### config.mk
export PLATFORM = sky130hd
export DESIGN_NAME = decimator
export DESIGN_NICKNAME = d
export VERILOG_FILES = /design/src/rtl/dsp_pkg.sv /design/src/rtl/sample_fifo.sv /design/src/rtl/decimator.sv
export SDC_FILE = /design/constraint.sdc
export NUM_CORES = 1
export LEC_CHECK = 0
export CAP_MARGIN = 20
export CORE_AREA = 2 2 78 80
export CTS_BUF_LIST = sky130_fd_sc_hd__clkbuf_8
export CTS_CLUSTER_DIAMETER = 50
export DETAILED_ROUTE_END_ITERATION = 10
export DIE_AREA = 0 0 80 82
export PLACE_DENSITY = 0.64
export SYNTH_ARGS = -nofsm -noshare
export SYNTH_HDL_FRONTEND = slang
export SYNTH_SLANG_ARGS = --single-unit
### constraint.sdc
create_clock -name clk -period 1.67 [get_ports clk]
set_input_delay 0.501 -clock clk [delete_from_list [all_inputs] [get_ports clk]]
set_output_delay 0.501 -clock clk [all_outputs]
set_load 0.1 [all_outputs]
### src/rtl/dsp_pkg.sv
// Shared DSP types and helpers for the fir/decimator chain.
// sample_t is the default-width sample; modules with a width parameter size their own ports.
package dsp_pkg;

    localparam int unsigned SAMPLE_BITS = 8;

    typedef logic signed [SAMPLE_BITS-1:0] sample_t;

    // Counter width for n states. A one-state counter still gets one bit.
    function automatic int unsigned clog2_min1(input int unsigned n);
        return (n <= 2) ? 1 : $clog2(n);
    endfunction

endpackage

### src/rtl/sample_fifo.sv
// Synchronous FIFO with a combinational head view, giving one-cycle push-to-visible latency.
// Pointers carry an extra wrap bit so that full and empty can be told apart.
module sample_fifo #(
    parameter int WIDTH = 8,
    parameter int DEPTH = 4
) (
    input  logic             clk,
    input  logic             rst_n,
    input  logic             push,
    input  logic [WIDTH-1:0] din,
    input  logic             pop,
    output logic             full,
    output logic             empty,
    output logic [WIDTH-1:0] head
);

    localparam int AW = $clog2(DEPTH);

    logic [WIDTH-1:0] mem [DEPTH];
    logic [AW:0]      wr_ptr_reg;
    logic [AW:0]      rd_ptr_reg;
    logic             do_push;
    logic             do_pop;

    assign empty = (wr_ptr_reg == rd_ptr_reg);
    assign full  = (wr_ptr_reg[AW] != rd_ptr_reg[AW]) &&
                   (wr_ptr_reg[AW-1:0] == rd_ptr_reg[AW-1:0]);

    // A push while full is legal only when the head leaves in the same cycle.
    assign do_pop  = pop && !empty;
    assign do_push = push && (!full || do_pop);

    assign head = empty ? '0 : mem[rd_ptr_reg[AW-1:0]];

    always_ff @(posedge clk) begin
        if (do_push) begin
            mem[wr_ptr_reg[AW-1:0]] <= din;
        end
    end

    always_ff @(posedge clk) begin
        if (!rst_n) begin
            wr_ptr_reg <= '0;
            rd_ptr_reg <= '0;
        end else begin
            if (do_push) begin
                wr_ptr_reg <= wr_ptr_reg + (AW+1)'(1);
            end
            if (do_pop) begin
                rd_ptr_reg <= rd_ptr_reg + (AW+1)'(1);
            end
        end
    end

endmodule

### src/rtl/decimator.sv
// Integer-factor downsampler: keeps one of every DecimationFactor valid samples
// and buffers the kept samples in a small FIFO behind a valid/ready output.
module decimator
    import dsp_pkg::*;
#(
    parameter int DataLengthBits   = 8,
    parameter int DecimationFactor = 4,
    parameter int DecimationPhase  = 0,
    parameter int FifoDepth        = 4
) (
    input  logic                             clk,
    input  logic                             rst_n,
    input  logic signed [DataLengthBits-1:0] in,
    input  logic                             in_valid,
    output logic signed [DataLengthBits-1:0] out,
    output logic                             out_valid,
    input  logic                             out_ready,
    output logic                             overflow,
    input  logic                             clear_overflow
);

    localparam int CntBits = clog2_min1(DecimationFactor);
    localparam logic [CntBits-1:0] PHASE_LAST = CntBits'(DecimationFactor - 1);
    localparam logic [CntBits-1:0] PHASE_KEEP = CntBits'(DecimationPhase);

    generate
        if (DecimationFactor < 1) begin : g_bad_factor
            $error("decimator: DecimationFactor must be at least 1");
        end
        if (DecimationPhase < 0 || DecimationPhase >= DecimationFactor) begin : g_bad_phase
            $error("decimator: DecimationPhase must lie in 0..DecimationFactor-1");
        end
        if (FifoDepth < 2 || (FifoDepth & (FifoDepth - 1)) != 0) begin : g_bad_depth
            $error("decimator: FifoDepth must be a power of 2 and at least 2");
        end
    endgenerate

    logic [CntBits-1:0]              phase_reg;
    logic                            overflow_reg;
    logic                            keep;
    logic                            pop;
    logic                            push;
    logic                            drop;
    logic                            fifo_full;
    logic                            fifo_empty;
    logic [DataLengthBits-1:0]       fifo_head;

    // Invalid cycles do not count towards the decimation group.
    always_ff @(posedge clk) begin
        if (!rst_n) begin
            phase_reg <= '0;
        end else if (in_valid) begin
            phase_reg <= (phase_reg == PHASE_LAST) ? '0 : phase_reg + CntBits'(1);
        end
    end

    assign keep = in_valid && (phase_reg == PHASE_KEEP);
    assign pop  = out_valid && out_ready;
    assign push = keep && (!fifo_full || pop);
    assign drop = keep && fifo_full && !pop;

    // A drop in the same cycle as a clear request leaves the flag set.
    always_ff @(posedge clk) begin
        if (!rst_n) begin
            overflow_reg <= 1'b0;
        end else if (drop) begin
            overflow_reg <= 1'b1;
        end else if (clear_overflow) begin
            overflow_reg <= 1'b0;
        end
    end

    sample_fifo #(
        .WIDTH (DataLengthBits),
        .DEPTH (FifoDepth)
    ) u_fifo (
        .clk   (clk),
        .rst_n (rst_n),
        .push  (push),
        .din   (in),
        .pop   (pop),
        .full  (fifo_full),
        .empty (fifo_empty),
        .head  (fifo_head)
    );

    assign out_valid = !fifo_empty;
    assign out       = fifo_head;
    assign overflow  = overflow_reg;

endmodule
=== Yosys cells after proc, flatten, opt, wreduce, memory -nomap -nowiden ===
Memories as Yosys holds them, arrays and structs flattened. A register that Yosys moved wholly into a read port is not among the register bits.
Index checks and enable logic that the tools add are counted.

* Add/sub/neg operators: 3
* Eq/ne operators: 4
* Multiplexer cells: 8
* Reductions and logical operators: 15

{| class="wikitable"
|+ Operator list
! kind !! count
|-
| 1-bit logical AND || 8
|-
| 8-bit 2-to-1 mux || 1
|-
| 3-bit by 1-bit adder with 3-bit output (second input constant) || 2
|-
| 2-bit 2-to-1 mux || 3
|-
| 1-bit 2-to-1 mux || 4
|-
| 3-bit equality test || 1
|-
| 1-bit logical NOT || 3
|-
| 2-bit by 1-bit adder with 2-bit output (second input constant) || 1
|-
| 2-bit equality test || 1
|-
| 2-bit equality test (second input constant) || 1
|-
| 2-bit logical NOT || 1
|-
| 1-bit logical OR || 2
|-
| 2-bit nonzero test || 1
|-
| 1-bit != test || 1
|}

* Bits in registers: 9
* RAM bits: 32
* Output and inout port bits: 10
* Logic and storage cells: 35
* Memories: 1

{| class="wikitable"
|+ Memory list
! memory !! words !! bits a word !! read ports !! clocked after memory_dff !! wr ports !! line !! RTL
|-
| u_fifo.mem || 4 || 8 || 1 || 1 || 1 || sample_fifo.sv:19 || <nowiki>logic [WIDTH-1:0] mem [DEPTH];</nowiki>
|}

=== Depth between registers and ports, before layout ===
Gate-level depths: netlist of run 1.

* Depth in word-level cells: 8
* Gate-level depth with buffers: 6
* Gate-level depth less buffers: 6

=== Modules after synthesis ===
From an unflattened synthesis of run 1, not the netlist that was laid out.

* Cells, all modules: 123
* Area, all modules: 1873.0 um2

{| class="wikitable"
|+ Modules (own cells, without submodules)
! module !! times used !! cells each !! area an instance (um2)
|-
| sample_fifo || 1 || 103 || 1695.4
|-
| decimator || 1 || 20 || 177.7
|}

=== Least setup slack after synthesis of run 1 ===
No wires, ideal clock.

* Path kind: flip-flop to output port
* From: register u_fifo.wr_ptr_reg[1]
* To: output port out[0]
* Arrival: 2.176 ns
* Data required time: 1.169 ns
* Path slack: -1.007 ns
* Stages on the path, launching flop included: 4
* Buffers on the path: 0
* Cells stage by stage: dfxtp_1 -> xor2_1 -> nor3_2 -> nor2b_1

* Cells in the longest elaborated chain, start to end: 2

{| class="wikitable"
|+ RTL lines
! what !! line !! RTL
|-
| start, declared || sample_fifo.sv:20 || <nowiki>logic [AW:0] wr_ptr_reg;</nowiki>
|-
| start signal, assigned || sample_fifo.sv:47 || <nowiki>wr_ptr_reg <= wr_ptr_reg + (AW+1)'(1);</nowiki>
|-
| 3-bit equality test || sample_fifo.sv:25 || <nowiki>assign empty = (wr_ptr_reg == rd_ptr_reg);</nowiki>
|-
| 8-bit 2-to-1 mux || sample_fifo.sv:33 || <nowiki>assign head = empty ? '0 : mem[rd_ptr_reg[AW-1:0]];</nowiki>
|-
| end, declared || decimator.sv:15 || <nowiki>output logic signed [DataLengthBits-1:0] out,</nowiki>
|}

No other way between the ends.

==> summary.txt, run 1 <==
Place
  • Detail Placement HPWL: 2.73 mm
  • Routability congestion estimate from global placement: about 0.78
  • Placement Cell Area: around 2500 sq um
  • Pre-CTS WS: -0.293 ns
  • PortBufs: 22
  • Placed cells: 230

Timing
  • Final min period: 2.08 ns
  • Clock Skew: between 0.005 and 0.006 ns
  • Final setup viols: 9
  • Total count of hold-check failures in the final report: 0
  • Post-route setup slack: -0.411 ns
  • Unrepaired setup endpoints after global routing: true
  • Final number of max-transition violations: 0
  • Final Cycle Share: 1.25
  • Max Clk Rate: ~480 MHz
  • Relative slew slack: 0.764
  • Slew @ Worst Pin: 0.351 ns

Route
  • Highest metal used: met4
  • DRT antenna net count: 0
  • Met1 WL: ~1.4 mm
  • Routed length on met3: 176 microns
  • Vias: 1071
  • Routed wire per std cell: 14.6 microns
  • First drt pass iteration count: 4
  • Residual DRC count: 0
  • Detailed Route Iter0 Violations: between 40 and 50
  • Routed met2 length: about 1.8 mm
  • Total routed wirelength: 3.48 mm
  • Vias per cell: 4.48

Clock tree
  • CTS tree: yes
  • Skew-Pair Late Insertion Delay: 0.30 ns
  • TritonCTS Buffers: 5
  • CTS root buf: clkbuf_8
  • H-tree depth: 2
  • CTS Sinks: 43
  • CTS max path bufs: 2
  • Worst-path clk slew: 0.08 ns

Worst setup path
  • R2R Path Start: u_fifo.wr_ptr_reg[1]
  • CP max-delay cell: mux4_2
  • WP data arrival: ~1.6 ns
  • Register-to-register setup slack: 0.10 ns
  • Worst setup EP type: output port
  • Crit path to: out[2]
  • Crit start category: flip-flop
  • Slowest cell delay on critical path: around 0.49 ns
  • CP Cell Sequence: buf_12 > mux4_2 > nor2b_4 > buf_12
  • Critical Path RT: 1.17 ns
  • Worst R2R Path Depth: 5
  • R2r endpoint: u_fifo.mem[0][7]
  • CP max FO: 8
  • WS Path Type: flip-flop to output port
  • Most used cell, CP: buf_12

GRT
  • Pin count of the biggest net entering global routing: 15
  • GR Overflow Total: 0
  • GRT Total Usage: 0.121
  • Vias in the first global route: 1181
  • Initial antenna violation count: 0
  • First-pass GRT wire length: 5.83 mm

Power and ir drop
  • Max VDD drop: 0.000990 V
  • Switching share of power: 0.360
  • Net load switching power: 1.48 mW
  • Tot Pwr: about 4 mW
  • Internal: 2.64 mW
  • Leak: 0.998 nW
  • Power share of the clock group: 0.230
  • Sequential power share: 0.305
  • Power Density: ~1500 nW/um^2
  • Logic gate share of total power: 0.465

Synthesis
  • Post-synth EDFFs: 32
  • Top_reg_cell synth: edfxtp_1
  • Register area share after synthesis: 0.645
  • Synth Instances: 114
  • Post-Syn Area: 1830 sq um
  • Async SR Flop Fraction: 0
  • Netlist cell types: 28
  • Post-synthesis average cell area: 16.1 sq um
  • Warnings, synthesis: 0
  • Register bit total from synthesis: 43
  • Mapped Nets: 134

Floorplan
  • Core area: ~5700 sq um
  • Full die area: 6560 sq um
  • Core Rows: 28
  • Die X: 80 microns
  • Initial core utilization: 0.319
  • Num ports: 23
  • Die Height: 82 microns

Final layout
  • Ant. Diodes: 0
  • Fin cells: 239
  • Non-Filler Cell Area, Final: 2700 sq um
  • Layout cells sized above 1: 0.470
  • Nets: 183
  • Max FFs per register: 32
  • Area Growth Syn to Fin: 47.6%

Status
  • Failing checks: negative setup slack
  • Status: finished, violations left

Hold path
  • Worst Hold Class: flip-flop to flip-flop

Job
  • Max cap viols: 0
[final cells by class]
cell class / instances / area, sq um
clock buffer: 5 / 68.8
clock inverter: 3 / 67.6
fill: 508 / 3040
inverter: 7 / 26.3
multi-input combinational: 61 / 722
sequential: 43 / 1190
tap: 75 / 93.8
timing repair buffer: 45 / 531
[cells by family (layout without fill, tap and decap cells)]
group | count (synthesis) | after routing | share of synthesized area
flops | 43 | 43 | 0.645
simple gates | 29 | 29 | 0.0949
mux | 10 | 10 | 0.109
buf+inv | 10 | 60 | 0.0212
xor+xnor | 8 | 8 | 0.0424
fa+ha+maj | 7 | 7 | 0.0478
compound gates | 7 | 7 | 0.0396
[cell usage in the layout, fill, tap and decap left out, types with 2 or more instances in the layout]
cell type | Yosys | routed
bufinv_16 | 0 | 2
nand2_1 | 4 | 3
and2_4 | 1 | 4
dfxtp_2 | 0 | 5
nor2b_4 | 0 | 8
dfxtp_1 | 11 | 4
clkbuf_8 | 0 | 5
xnor2_1 | 5 | 4
buf_12 | 0 | 13
xor2_2 | 1 | 2
nand3_1 | 2 | 2
mux2i_1 | 2 | 2
ha_1 | 7 | 7
mux4_2 | 8 | 8
inv_1 | 7 | 6
buf_4 | 0 | 20
dfxtp_4 | 0 | 2
edfxtp_1 | 32 | 32
clkdlybuf4s50_1 | 0 | 12
and2_1 | 8 | 5
[metal layers]
layer / GRT usage / up-vias
met4: 0.0492 / 0
li1: - / 509
met2: 0.216 / 26
met3: 0.0418 / 9
met1: 0.132 / 527
met5: 0 / -
[power by group through the flow]
| stage | clock network, mW | logic (mW) | registers (mW) |
|---|---|---|---|
| after floorplan | 0 | 1.11 | 1.28 |
| after global placement | 0 | 1.79 | 1.28 |
| after detailed placement | 0 | 1.82 | 1.28 |
| after CTS | 0.977 | 1.92 | 1.26 |
| after global routing | 1.02 | 2.00 | 1.27 |
| final | 0.947 | 1.91 | 1.26 |
[cell usage after synthesis (all sizes together) (2+ instances only)]
cell | n | area (sq um)
edfxtp | 32 | 961
dfxtp | 11 | 220
and2 | 9 | 58.8
nor2b | 9 | 56.3
mux4 | 8 | 180
ha | 7 | 87.6
inv | 7 | 26.3
xnor2 | 5 | 43.8
nand2 | 4 | 15.0
xor2 | 3 | 33.8
clkbuf | 2 | 7.51
mux2i | 2 | 20.0
nand3 | 2 | 10.0
o21ai | 2 | 10.0
[critical path: cells and delay by family, from the launching register on]
| family | cells | cell delay, ns |
|---|---|---|
| buffers and inverters | 2 | 0.30 |
| multiplexers | 1 | 0.49 |
| AND/OR/NAND/NOR | 1 | 0.15 |
| flip-flops | 1 | 0.35 |
[worst min path at each step]
stage | to | start | cells past startpoint | slack [ns]
final | u_fifo.wr_ptr_reg[2] | u_fifo.wr_ptr_reg[2] | 2 | 0.53
after global routing | u_fifo.wr_ptr_reg[2] | u_fifo.wr_ptr_reg[2] | 2 | 0.60
after CTS | u_fifo.wr_ptr_reg[2] | u_fifo.wr_ptr_reg[2] | 2 | 0.54
after detailed placement | u_fifo.wr_ptr_reg[2] | u_fifo.wr_ptr_reg[2] | 2 | 0.52
after global placement | u_fifo.wr_ptr_reg[2] | u_fifo.wr_ptr_reg[2] | 2 | 0.50
after floorplan | u_fifo.wr_ptr_reg[2] | u_fifo.wr_ptr_reg[2] | 2 | 0.48
[repair_timing]
action	CTS	global route
hold buffers	0	0
buffers inserted	1	0
setup endpoints to repair	9	33
pin swaps	2	2
resized for setup	8	6
[per-stage QoR]
step	hold WS, ns	utilization	TNS [ns]
floorplan	0.477	-	-3.04
global placement	0.496	0.437	-8.90
CTS	0.539	0.467	-3.73
finish	0.533	0.471	-3.51
detailed placement	0.517	0.437	-10.37
global route	0.596	0.471	-4.06
Power figures use the tool's default switching activity.
==> inputs of run 2 (changes only) <==
CORE_AREA = 2 2 63 65   (was 2 2 78 80)
DIE_AREA = 0 0 65 67   (was 0 0 80 82)
PLACE_DENSITY = 0.87   (was 0.64)
SLEW_MARGIN = 20   (was default)
==> run 2 against run 1 <==
Net effect: the flow still finishes with violations (negative setup slack); final cell count shrank 13%; power is 7.8% lower; fmax down 1.5%; critical endpoint is now out[7]; largest power group unchanged; highest routed layer unchanged.
==> summary.txt, run 2 (synthesized netlist as in run 1, its figures left out) <==
Clock tree
  • H-tree depth: 2 (unchanged)
  • Skew-Pair Late Insertion Delay: 0.29 ns (was 0.30 ns)
  • Worst-path clk slew: 0.08 ns (about the same)
  • CTS tree: yes (unchanged)
  • CTS root buf: clkbuf_8 (unchanged)
  • Hold Buf Count CTS: 0 (unchanged)
  • TritonCTS Buffers: 5 (unchanged)
  • CTS Sinks: 43 (unchanged)
  • CTS max path bufs: 2 (unchanged)

Route
  • First drt pass iteration count: 4 (unchanged)
  • Vias: 1072 (was 1071)
  • Detailed Route Iter0 Violations: 36 (was 43)
  • Residual DRC count: 0 (unchanged)
  • Total routed wirelength: 3.61 mm (was 3.48 mm)
  • Vias per cell: 5.13 (was 4.48)
  • Routed wire per std cell: 17.3 microns (was 14.6 microns)
  • DRT antenna net count: 0 (unchanged)

Worst setup path
  • Register-to-register setup slack: 0.06 ns (was 0.10 ns)
  • CP max FO: 8 (unchanged)
  • Worst setup EP type: output port (unchanged)
  • Crit start category: flip-flop (unchanged)
  • WS Path Type: flip-flop to output port (unchanged)
  • Critical Path RT: 1.17 ns (about the same)
  • WP data arrival: 1.61 ns (was 1.58 ns)

Timing
  • Final min period: 2.11 ns (was 2.08 ns)
  • Post-route setup slack: -0.442 ns (was -0.411 ns)
  • Final Cycle Share: 1.26 (was 1.25)
  • Final setup viols: 9 (unchanged)
  • TNS Setup: -3.68 ns (was -3.51 ns)
  • Total count of hold-check failures in the final report: 0 (unchanged)
  • Final number of max-transition violations: 0 (unchanged)
  • Relative slew slack: 0.746 (was 0.764)
  • Clock Skew: 0.00347 ns (was 0.00577 ns)
  • Slew @ Worst Pin: 0.378 ns (was 0.351 ns)
  • Max Clk Rate: 473 MHz (was 481 MHz)
  • Unrepaired setup endpoints after global routing: true (unchanged)

Final layout
  • Commonest non-fill, non-tap cells in the layout: edfxtp_1 (32), buf_12 (15), buf_4 (15), clkdlybuf4s50_1 (12), mux4_2 (8) (was edfxtp_1 (32), buf_4 (20), buf_12 (13), clkdlybuf4s50_1 (12))
  • Core Util, Final: 0.721 (was 0.471)
  • Layout cells sized above 1: 0.447 (was 0.470)
  • Ant. Diodes: 0 (unchanged)
  • Commonest non-fill, non-tap cell in the layout: edfxtp_1 (unchanged)
  • Max FFs per register: 32 (unchanged)
  • Nets: 180 (was 183)
  • Fin cells: 209 (was 239)
  • Area Growth Syn to Fin: 42.0% (was 47.6%)

Floorplan
  • Initial core utilization: 0.508 (was 0.319)
  • Full die area: 4360 sq um (was 6560 sq um)
  • Die X: 65 microns (was 80 microns)
  • Core area: 3610 sq um (was 5750 sq um)
  • Num ports: 23 (unchanged)
  • Core Rows: 22 (was 28)
  • Die Height: 67 microns (was 82 microns)

GRT
  • Pin count of the biggest net entering global routing: 14 (was 15)
  • First-pass GRT wire length: 5.60 mm (was 5.83 mm)
  • Vias in the first global route: 1149 (was 1181)
  • GRT Total Usage: 0.190 (was 0.121)
  • GR Overflow Total: 0 (unchanged)
  • Initial antenna violation count: 0 (unchanged)

Power and ir drop
  • Net load switching power: 1.48 mW (about the same)
  • Power share of the clock group: 0.165 (was 0.230)
  • Tot Pwr: 3.80 mW (was 4.12 mW)
  • Internal: 2.32 mW (was 2.64 mW)
  • Power Density: 1460 nW/um^2 (was 1520 nW/um^2)
  • Switching share of power: 0.389 (was 0.360)
  • Max VDD drop: 0.000805 V (was 0.000990 V)
  • Sequential power share: 0.331 (was 0.305)
  • Logic gate share of total power: 0.504 (was 0.465)
  • Leak: 0.959 nW (was 0.998 nW)

Place
  • Placed cells: 199 (was 230)
  • Detail Placement HPWL: 2.75 mm (was 2.73 mm)
  • PortBufs: 22 (unchanged)
  • Routability congestion estimate from global placement: 0.812 (was 0.775)

Status
  • Failing checks: negative setup slack (unchanged)
  • Status: finished, violations left (unchanged)

Job
  • Max cap viols: 0 (unchanged)

Hold path
  • Worst Hold Class: flip-flop to flip-flop (unchanged)
run 2: metrics by stage:
step                setup slack (ns)  hold WS, ns  cell area [sq um]
floorplan                     -0.402        0.477               1910
global placement              -0.256        0.488               2470
detailed placement            -0.319        0.502               2470
CTS                           -0.467        0.514               2590
global route                  -0.495        0.535               2600
finish                        -0.442        0.509               2600
run 2: power by group through the flow:
stage               registers [mW]  clock network [mW]  logic [mW]
floorplan                     1.28                   0        1.11
global placement              1.28                   0        1.79
detailed placement            1.28                   0        1.84
CTS                           1.26               0.653        1.92
global route                  1.26               0.682        1.98
finish                        1.26               0.626        1.91
run 2: final timing paths:
kind,depth (start not counted),to,from
worst max-delay path,4,out[7],flip-flop
worst min-delay path,2,u_fifo.wr_ptr_reg[2],u_fifo.wr_ptr_reg[2]
worst max register to register,5,u_fifo.mem[2][7],u_fifo.wr_ptr_reg[0]
worst min register to register,2,u_fifo.wr_ptr_reg[2],u_fifo.wr_ptr_reg[2]
run 2: final cells by class:
cell class                 instances  area, sq um
clock buffer                       5         68.8
clock inverter                     3         16.3
fill                             232         1000
inverter                           7         26.3
multi-input combinational         61          704
sequential                        43         1190
tap                               48         60.1
timing repair buffer              42          533
run 2: per-layer routing:
layer / part of all wire / vias up / GRT usage
met5: 0 / - / 0
met4: 0.024 / 0 / 0.0878
met3: 0.046 / 7 / 0.0524
met2: 0.59 / 29 / 0.379
met1: 0.34 / 531 / 0.175
li1: - / 505 / -
run 2: worst max-delay path, stage by stage, from the launching register on:
cell and delay, ns:
dfxtp_2 0.34, buf_12 0.14, mux4_2 0.52, nor2b_4 0.15
buf_12 0.16
run 2: repair_timing:
action                                  4_1_cts  5_1_grt
hold endpoints to repair                      0        0
resized for setup                             6        4
pin swaps                                     2        0
endpoints found under the setup margin        9       30
buffers inserted                              2        0
